$ cat src/rtl/tone_osc_pkg.sv
// Shared constants and the LFSR step function for the tone/noise oscillator.
// Build option TONE_OSC_VOLUME_EN adds a 4-bit volume input (see tone_osc.sv).
package tone_osc_pkg;

  localparam logic [1:0] WAVE_SQUARE = 2'd0;
  localparam logic [1:0] WAVE_PULSE  = 2'd1;
  localparam logic [1:0] WAVE_NOISE  = 2'd2;
  localparam logic [1:0] WAVE_OFF    = 2'd3;

  localparam int              OUT_W_DEF = 12;
  localparam logic [11:0]     MIDSCALE  = 12'h800;

  localparam int              LFSR_W    = 15;
  localparam logic [14:0]     LFSR_SEED = 15'h0001;

  // x^15 + x^14 + 1, shifted left with the feedback entering at bit 0
  function automatic logic [LFSR_W-1:0] lfsr_next(input logic [LFSR_W-1:0] s);
    return {s[LFSR_W-2:0], s[LFSR_W-1] ^ s[LFSR_W-2]};
  endfunction

endpackage

$ cat src/rtl/tone_osc_if.sv
// Control/sample bus between the oscillator and its driver.
// With TONE_OSC_VOLUME_EN defined the bus also carries the 4-bit vol input.
interface tone_osc_if #(
  parameter int PERIOD_W = 8,
  parameter int OUT_W    = 12
);

  logic                tick;
  logic [PERIOD_W-1:0] period_in;
  logic                period_wr;
  logic [1:0]          wave_sel;
  logic                gate;
`ifdef TONE_OSC_VOLUME_EN
  logic [3:0]          vol;
`endif
  logic [OUT_W-1:0]    out;
  logic                cycle_start;
  logic                period_busy;

  modport master (
`ifdef TONE_OSC_VOLUME_EN
    output vol,
`endif
    output tick,
    output period_in,
    output period_wr,
    output wave_sel,
    output gate,
    input  out,
    input  cycle_start,
    input  period_busy
  );

  modport slave (
`ifdef TONE_OSC_VOLUME_EN
    input  vol,
`endif
    input  tick,
    input  period_in,
    input  period_wr,
    input  wave_sel,
    input  gate,
    output out,
    output cycle_start,
    output period_busy
  );

endinterface

$ cat src/rtl/tone_osc_lfsr15.sv
// 15-bit noise LFSR; advances one position per adv pulse.
// Unaffected by TONE_OSC_VOLUME_EN.
module tone_osc_lfsr15
  import tone_osc_pkg::*;
(
  input  logic              clk,
  input  logic              rst,
  input  logic              adv,
  output logic [LFSR_W-1:0] state
);

  always_ff @(posedge clk) begin
    if (rst) begin
      state <= LFSR_SEED;
    end else if (adv) begin
      state <= lfsr_next(state);
    end
  end

endmodule

$ cat src/rtl/tone_osc.sv
// Tone/noise oscillator: counts note periods in divider steps and emits a 12-bit sample.
// Define TONE_OSC_VOLUME_EN to scale the swing by a 4-bit vol input on the bus.
module tone_osc
  import tone_osc_pkg::*;
#(
  parameter int PERIOD_W = 8,
  parameter int OUT_W    = 12
) (
  input logic       clk,
  input logic       rst,
  tone_osc_if.slave bus
);

  localparam logic [PERIOD_W-1:0] P_ONE = PERIOD_W'(1);
  localparam logic [PERIOD_W:0]   T_ONE = (PERIOD_W+1)'(1);
  localparam logic [OUT_W-1:0]    MID   = OUT_W'(1) << (OUT_W-1);

  logic                tick_r;
  logic [PERIOD_W-1:0] cnt;
  logic [PERIOD_W-1:0] period_act;
  logic [PERIOD_W-1:0] pending;
  logic                busy;
  logic [LFSR_W-1:0]   lfsr_q;

  logic                step;
  logic                running;
  logic                wrap;
  logic [PERIOD_W-1:0] cnt_nx;
  logic [PERIOD_W-1:0] act_nx;
  logic [PERIOD_W-1:0] pend_nx;
  logic                busy_nx;
  logic [LFSR_W-1:0]   lfsr_nx;

  always_comb begin
    step    = bus.tick & ~tick_r;
    running = (period_act != '0);
    wrap    = step && running && (cnt == period_act - P_ONE);
    cnt_nx  = cnt;
    act_nx  = period_act;
    pend_nx = pending;
    busy_nx = busy;

    if (bus.period_wr) begin
      if (!running) begin
        act_nx = bus.period_in;
        cnt_nx = '0;
      end else begin
        pend_nx = bus.period_in;
        busy_nx = 1'b1;
      end
    end

    // A write landing on the wrap cycle is applied right away
    if (wrap) begin
      cnt_nx  = '0;
      busy_nx = 1'b0;
      if (bus.period_wr) begin
        act_nx = bus.period_in;
      end else if (busy) begin
        act_nx = pending;
      end
    end else if (step && running) begin
      cnt_nx = cnt + P_ONE;
    end

    lfsr_nx = wrap ? lfsr_next(lfsr_q) : lfsr_q;
  end

  tone_osc_lfsr15 u_lfsr (
    .clk   (clk),
    .rst   (rst),
    .adv   (wrap),
    .state (lfsr_q)
  );

  // Waveform level, judged on the values the counters are about to take
  logic [PERIOD_W:0]   sq_thr;
  logic [PERIOD_W-1:0] pu_raw;
  logic [PERIOD_W-1:0] pu_thr;
  logic                h;

  always_comb begin
    sq_thr = ({1'b0, act_nx} + T_ONE) >> 1;
    pu_raw = act_nx >> 2;
    pu_thr = (pu_raw == '0) ? P_ONE : pu_raw;
    unique case (bus.wave_sel)
      WAVE_SQUARE: h = ({1'b0, cnt_nx} < sq_thr);
      WAVE_PULSE:  h = (cnt_nx < pu_thr);
      WAVE_NOISE:  h = lfsr_nx[0];
      default:     h = 1'b0;
    endcase
  end

  logic [OUT_W-1:0] lvl_hi;
  logic [OUT_W-1:0] lvl_lo;
  logic             sounding;

`ifdef TONE_OSC_VOLUME_EN
  logic [OUT_W-1:0] swing;
  always_comb begin
    swing  = OUT_W'({bus.vol, 7'b0});
    lvl_hi = MID + swing;
    lvl_lo = MID - swing;
  end
`else
  always_comb begin
    lvl_hi = '1;
    lvl_lo = '0;
  end
`endif

  assign sounding = bus.gate && (bus.wave_sel != WAVE_OFF) && (act_nx != '0);

  always_ff @(posedge clk) begin
    if (rst) begin
      tick_r          <= 1'b0;
      cnt             <= '0;
      period_act      <= '0;
      pending         <= '0;
      busy            <= 1'b0;
      bus.cycle_start <= 1'b0;
      bus.out         <= MID;
    end else begin
      tick_r          <= bus.tick;
      cnt             <= cnt_nx;
      period_act      <= act_nx;
      pending         <= pend_nx;
      busy            <= busy_nx;
      bus.cycle_start <= wrap;
      bus.out         <= sounding ? (h ? lvl_hi : lvl_lo) : MID;
    end
  end

  assign bus.period_busy = busy;

endmodule

$ cat src/flat_wrapper.sv
// flat-port wrapper written by rule: the top's interface ports become plain ports
module tone_osc_flat import tone_osc_pkg::*;
#(
  parameter int PERIOD_W = 8,
  parameter int OUT_W    = 12
)
  (clk, rst, bus_tick, bus_period_in, bus_period_wr, bus_wave_sel, bus_gate, bus_out, bus_cycle_start, bus_period_busy);
  tone_osc_if #(.PERIOD_W(PERIOD_W), .OUT_W(OUT_W)) bus_i ();
  input logic clk;
  input logic rst;
  input wire logic [$bits(bus_i.tick)-1:0] bus_tick;
  input wire logic [$bits(bus_i.period_in)-1:0] bus_period_in;
  input wire logic [$bits(bus_i.period_wr)-1:0] bus_period_wr;
  input wire logic [$bits(bus_i.wave_sel)-1:0] bus_wave_sel;
  input wire logic [$bits(bus_i.gate)-1:0] bus_gate;
  output wire logic [$bits(bus_i.out)-1:0] bus_out;
  output wire logic [$bits(bus_i.cycle_start)-1:0] bus_cycle_start;
  output wire logic [$bits(bus_i.period_busy)-1:0] bus_period_busy;
  assign bus_i.tick = bus_tick;
  assign bus_i.period_in = bus_period_in;
  assign bus_i.period_wr = bus_period_wr;
  assign bus_i.wave_sel = bus_wave_sel;
  assign bus_i.gate = bus_gate;
  assign bus_out = bus_i.out;
  assign bus_cycle_start = bus_i.cycle_start;
  assign bus_period_busy = bus_i.period_busy;
  tone_osc #(.PERIOD_W(PERIOD_W), .OUT_W(OUT_W)) u_core (.clk(clk), .rst(rst), .bus(bus_i));
endmodule
$ cat config.mk
export PLATFORM = sky130hd
export DESIGN_NAME = tone_osc_flat
export DESIGN_NICKNAME = d
export VERILOG_FILES = /design/src/rtl/tone_osc_pkg.sv /design/src/rtl/tone_osc_if.sv /design/src/rtl/tone_osc_lfsr15.sv /design/src/rtl/tone_osc.sv /design/src/flat_wrapper.sv
export SDC_FILE = /design/constraint.sdc
export NUM_CORES = 1
export LEC_CHECK = 0
export BUFFER_PORTS_ARGS = -buffer_cell sky130_fd_sc_hd__buf_4
export CORE_UTILIZATION = 45
export CTS_BUF_LIST = sky130_fd_sc_hd__clkbuf_4
export CTS_CLUSTER_SIZE = 8
export DETAILED_ROUTE_END_ITERATION = 8
export HOLD_SLACK_MARGIN = 0.08
export SYNTH_ARGS = -nofsm -noshare
export SYNTH_HDL_FRONTEND = slang
export SYNTH_SLANG_ARGS = --single-unit
$ cat constraint.sdc
create_clock -name clk -period 5.2 [get_ports clk]
set_clock_uncertainty 0.2 [all_clocks]
set_input_delay 1.04 -clock clk [delete_from_list [all_inputs] [get_ports clk]]
set_output_delay 1.04 -clock clk [all_outputs]
set_load 0.01 [all_outputs]
Word level (Yosys, flattened, before mapping)
Index checks and enable logic that the tools add are counted.
- bits in registers: 54
- bits of input ports: 15
- output and inout bits: 14
- logic and storage cells: 46
- add/subtract/negate cells: 3
- magnitude comparators: 2
- equal/unequal tests: 4
- multiplexer cells: 13
- bitwise gates (word level): 4
- reductions and logical operators: 11
- operators with widths (kind ; count):
    $mux W8 ; 9
    $lt A8 B8 Y1 ; 2
    $reduce_bool A8 Y1 ; 2
    $mux W12 ; 1
    $add A8 B1 Y9 const B ; 1
    $add A8 B1 Y8 const B ; 1
    $eq A8 B8 Y1 ; 1
    $logic_not A8 Y1 ; 1
    $sub A8 B1 Y8 const B ; 1
    $mux W6 ; 1
    $logic_and A1 B1 Y1 ; 4
    $reduce_or A2 Y1 ; 2
    $pmux W1 S3 ; 1
    $eq A2 B1 Y1 const B ; 1
    $eq A2 B2 Y1 const B ; 1
    $logic_not A2 Y1 ; 1
    $ne A2 B2 Y1 const B ; 1
    $not A1 Y1 ; 2
    $reduce_and A2 Y1 ; 1
    $and A1 B1 Y1 ; 1
    $mux W1 ; 1
    $xor A1 B1 Y1 ; 1

Depth between registers and ports, before layout
- word-level depth: 11
- mapped depth: 20
- depth with buffers taken out: 19

Modules after synthesis
Synthesis repeated with hierarchy kept, for this count alone.
- cell total of the unflattened synthesis: 353
- area, all modules: 2965.3 um^2
- modules (own cells, without submodules) (module ; times used ; cells each ; area an instance (um^2) ; seq. area each (um^2)):
    tone_osc ; 1 ; 302 ; 2407.3 ; 580.6
    tone_osc_lfsr15 ; 1 ; 51 ; 558.0 ; 300.3

Worst setup path before layout
No wires, ideal clock.
- kind: input to register
- start: in bus_tick
- end: reg u_core.bus.out[10]
- library setup time: 0.076 ns
- arrival time: 4.157 ns
- required time: 4.924 ns
- setup slack: 0.768 ns
- cell stages on the path: 17
- buffers on the path: 3
- cell sequence: nand2b_1 -> nor4_1 -> o311ai_2 -> a21oi_2 -> buf_6 -> buf_2 -> buf_1 -> nor2_1 -> ha_1 -> a21o_1 -> a21o_1 -> a21o_1 -> a21oi_1 -> o21ai_0 -> nor4_1 -> a221oi_1 -> a21boi_0
- elaborated cells on any way between the ends: 18
- classes of those cells: add/sub (1); order compare (2); mux (7); bitwise (2); reduce/logical (6)
- RTL lines (element ; RTL line ; RTL):
    start: declaration ; flat_wrapper.sv:11 ; input wire logic [$bits(bus_i.tick)-1:0] bus_tick;
    $and A1 B1 Y1 (*) ; tone_osc.sv:35 ; step = bus.tick & ~tick_r;
    $logic_and A1 B1 Y1 (*) ; tone_osc.sv:37, tone_osc.sv:62 ;
    $mux W8 / $logic_and A1 B1 Y1 (equally long branches) ; tone_osc.sv:62, tone_osc.sv:37 ;
    $mux W8 (*) ; tone_osc.sv:54 ; if (wrap) begin
    named net u_core.cnt_nx[2] ; tone_osc.sv:28 ; logic [PERIOD_W-1:0] cnt_nx;
    $lt A8 B8 Y1 (on tied branches) ; tone_osc.sv:88, tone_osc.sv:87 ;
    $pmux W1 S3 (*) ; tone_osc.sv:86 ; unique case (bus.wave_sel)
    $mux W12 (*) ; tone_osc.sv:130 ; bus.out <= sounding ? (h ? lvl_hi : lvl_lo) : MID;
    end signal: assignment ; tone_osc.sv:130 ;
    end: declaration ; tone_osc_if.sv:43 ; output out,
The timed path passes the listed nets; every way through them passes the cells marked *.
A chain may end at the register's enable or synchronous reset.

Worst setup path after layout
- start: reg u_core.period_act[0]
- end: reg u_core.bus.out[10]
- elaborated cells on any way between the ends: 26
- classes of those cells: add/sub (2); order compare (2); eq/ne (1); mux (13); bitwise (1); reduce/logical (7)
- RTL lines (element ; RTL line ; RTL):
    start: declaration ; tone_osc.sv:20 ; logic [PERIOD_W-1:0] period_act;
    start signal: assignment ; tone_osc.sv:126 ; period_act <= act_nx;
    parallel branches: the longest is 5 deep, another holds $sub A8 B1 Y8 ; -- ;
    $mux W8 (*) ; tone_osc.sv:54 ;
    named net u_core.act_nx[0] ; tone_osc.sv:29 ; logic [PERIOD_W-1:0] act_nx;
    $add A8 B1 Y9 / $reduce_bool A8 Y1 (equally long branches) ; tone_osc.sv:83, tone_osc.sv:112 ;
    $lt A8 B8 Y1 / $logic_and A1 B1 Y1 (equally long branches) ; tone_osc.sv:87, tone_osc.sv:112 ;
    $pmux W1 S3 / $not A1 Y1 (equally long branches) ; -- ;
    $mux W12 / $reduce_or A2 Y1 (equally long branches) ; -- ;
Mark *: on every way through the listed nets, which the timed path passes.

==> run_results.csv <==
group,metric,value,unit
floorplanning,die_x,82.5,um
yosys,ys_ff_latch,44,
yosys,syn-num-nets,399,
worst_setup_path,critPathLaunchType,"flop",
yosys,synth_area_leader_cell,"dfxtp_1",
yosys,syn-instance-count,367,
clock_network,clk_pin_slew_worst_paths,0.13,ns
yosys,ys_async_sr_fraction,0,%
timing,setup_viol,0,
worst_setup_path,crit_type,"reg2reg",
yosys,yosys.cell_count.top_type,"nand2_1",
yosys,synth_cell_type_count,56,
routing,dr.pass1.iters,4,
layout,post-route-util,52.0,%
worst_setup_path,r2r_cells,18,
timing,setup_tns,0,ns
timing,max-slew-margin-rel,57.1,%
placement,hpwl,5510,um
yosys,synthAdderAreaFrac,7.29,%
clock_network,cts_buffer_depth,2,
timing,worst_pin_slew,0.641,ns
layout,nNetsFinal,411,
layout,area_growth,8.62,%
clock_network,clk_latency,0.34,ns
layout,layout-drive-gt1-share,14.0,%
timing,finalHoldViolations,0,
run_status,status,"finished clean",
clock_network,cts_hold_buffers,0,
global_routing,antenna_found_initial,0,
clock_network,htreeDepth,2,
global_routing,grt-ovfl-total,0,
placement,port_buffers,28,
yosys,synthXorXnorAreaFrac,4.50,%
floorplanning,die_area,0.00681,sq mm
routing,drtIter0Drc,185,
global_routing,grt_start_max_net_pins,44,
clock_network,root_buffer,"clkbuf_4",
yosys,synth_top_family_by_area,"simple AND/OR/NAND/NOR gates",
clock_network,post_cts_buffers,0,
worst_hold_path,holdCritStartpoint,"u_core.u_lfsr.state[1]",
worst_setup_path,cp-end-kind,"flop",
yosys,synth_edf_count,0,
routing,route.detailed.drc,0,
global_routing,grt_pass1_vias,2411,
yosys,yosysSeqAreaShare,30.2,%
yosys,synth-compound-area-share,16.9,%
routing,antenna_left,0,
routing,vias,2624,
yosys,synth.area.mux_share,7.33,%
worst_setup_path,r2r_start,"u_core.period_act[0]",
pwr,powerDensity,332,mW/mm^2
routing,routed_wl,7320,um
timing,fin_crit,4.73,ns
worst_setup_path,cp.arrival,4.81,ns
timing,fmaxAchievable,211,MHz
worst_hold_path,hold_path_end,"u_core.u_lfsr.state[1]",
routing,viasPerCell,5.79,
timing,finalCritPeriodShare,90.9,%
layout,nFillCells,647,
worst_hold_path,hp-class,"reg2reg",
worst_setup_path,r2r-end,"u_core.bus.out[10]",
worst_setup_path,crit_required,5.28,ns
worst_setup_path,crit_fanout,11,
global_routing,grt_pass1_wl,11900,um
floorplanning,initial_core_util,47.9,%
placement,place_inst,447,
timing,rsz0062_at_grt,"no",
pwr,finalPower,1.05,mW
clock_network,post_cts_resized,0,
pwr,leakage,1.28,nW
floorplanning,rows,28,
timing,fin_hold_ws,0.260,ns
yosys,synth_area_per_cell,7.95,sq um
routing,wl_per_cell,16.1,um
timing,maxSlewViolCount,0,
yosys,netlist_top_cells_area,"dfxtp_1, ha_1, nand2_1, mux2i_1, a21oi_1",
floorplanning,num_io_pins,29,
worst_hold_path,whs_path_depth,2,
pwr,peakVddDrop,0.000188,V
yosys,synth-main-ff-cell,"dfxtp_1",
floorplanning,core,0.00610,sq mm
yosys,synth-simple-area-share,27.3,%
placement,finalWeightedCongestion,0.892,
flow_run,maxCapViolCount,0,
yosys,synth_area,0.00292,sq mm
yosys,synth_top_area_share,30.2,%
worst_setup_path,r2r_slack,0.47,ns
layout,diodes,0,
yosys,ys_top_cells_by_count,"nand2_1, dfxtp_1, nor2_1",
clock_network,cts_tree,"done",
global_routing,grt_usage,23.3,%
layout,stdcell_count,453,
clock_network,cts_buffers,5,
clock_network,clock-sinks,44,
floorplanning,die_height,82.5,um
yosys,yosys_warnings,0,
## placed cells by master (no fill, tap or decap), types with 4 or more instances in the layout
cell / Yosys / final
a21o_1: 4 / 4
nor2b_1: 7 / 7
nor4_1: 5 / 5
nand2b_1: 6 / 6
a31oi_1: 4 / 4
nor3_1: 15 / 15
buf_4: 11 / 33
inv_1: 7 / 7
clkbuf_4: 0 / 5
nand2_1: 54 / 54
xor2_1: 6 / 6
o21ai_0: 11 / 11
dfxtp_1: 44 / 44
o21a_1: 4 / 4
ha_1: 17 / 17
mux2i_1: 18 / 18
nor2_1: 38 / 38
nand3_1: 9 / 9
a21oi_1: 34 / 34
xnor2_1: 9 / 9
## sequential cells by signal, indices dropped and copies added, names as in the netlist
| name | count |
|---|---|
| u_core.bus.cycle_start | 1 |
| u_core.cnt | 8 |
| u_core.bus.out | 2 |
| u_core.bus.period_busy | 1 |
| u_core.tick_r | 1 |
| u_core.u_lfsr.state | 15 |
| u_core.pending | 8 |
| u_core.period_act | 8 |
## logic make-up (layout without fill, tap and decap cells)
kind of cell,Yosys count,count (layout)
AOI/OAI and AO/OA,75,75
and+or+nand+nor,160,160
muxes,21,21
xor gates and xnor gates,15,15
DFF,44,44
buffers and inverters,35,46
adders and majority gates,17,17
## cell type report
class,count,area (sq um),area share (%)
multi-input cells,288,1850,58.5
clock inverters,1,30.0,0.947
clock buffers,5,37.5,1.18
repair buffers,33,248,7.82
inverters,7,26.3,0.829
flip-flops and latches,44,881,27.8
well taps,75,93.8,2.96
## power breakdown
group | internal, mW | total (mW) | switching [mW]
Combinational | 0.187 | 0.439 | 0.252
Sequential | 0.365 | 0.413 | 0.0479
Clock | 0.0963 | 0.201 | 0.105
Total | 0.648 | 1.05 | 0.404
## layer usage
| layer | global-route usage (%) | part of all wire [%] |
|---|---|---|
| met1 | 33.2 | 48 |
| met4 | 7.76 | 1.5 |
| met3 | 3.85 | 5.4 |
| met2 | 35.6 | 45 |
| met5 | 0 | 0 |
## per-stage QoR
step,area (sq um),setup slack (ns)
after detailed placement,3100,0.433
after floorplan,2920,0.768
after CTS,3170,0.514
final,3170,0.471
after global placement,3100,0.533
after global routing,3170,0.164
## worst max-delay path, stage by stage, from the launching register on
cell	delay (ns)
dfxtp_1	0.39
inv_1	0.10
ha_1	0.28
nor2b_1	0.15
or3_1	0.35
a31oi_1	0.26
o311ai_2	0.21
a21o_1	0.33
o22a_1	0.29
inv_1	0.09
ha_1	0.19
nand2b_1	0.10
or3_1	0.32
ha_1	0.28
and4_1	0.21
a2111oi_0	0.42
nand2_1	0.11
a41o_1	0.23
a21boi_0	0.15
## how the worst max path moves through the flow
stage	startpoint	endpoint	cells after the start
floorplan	bus_tick	u_core.bus.out[10]	17
global placement	bus_tick	u_core.bus.out[10]	16
detailed placement	bus_tick	u_core.bus.out[10]	16
CTS	u_core.period_act[0]	u_core.bus.out[10]	18
global route	u_core.period_act[0]	u_core.bus.out[10]	18
finish	u_core.period_act[0]	u_core.bus.out[10]	18
Note: power is estimated with default switching activity, not from simulation.
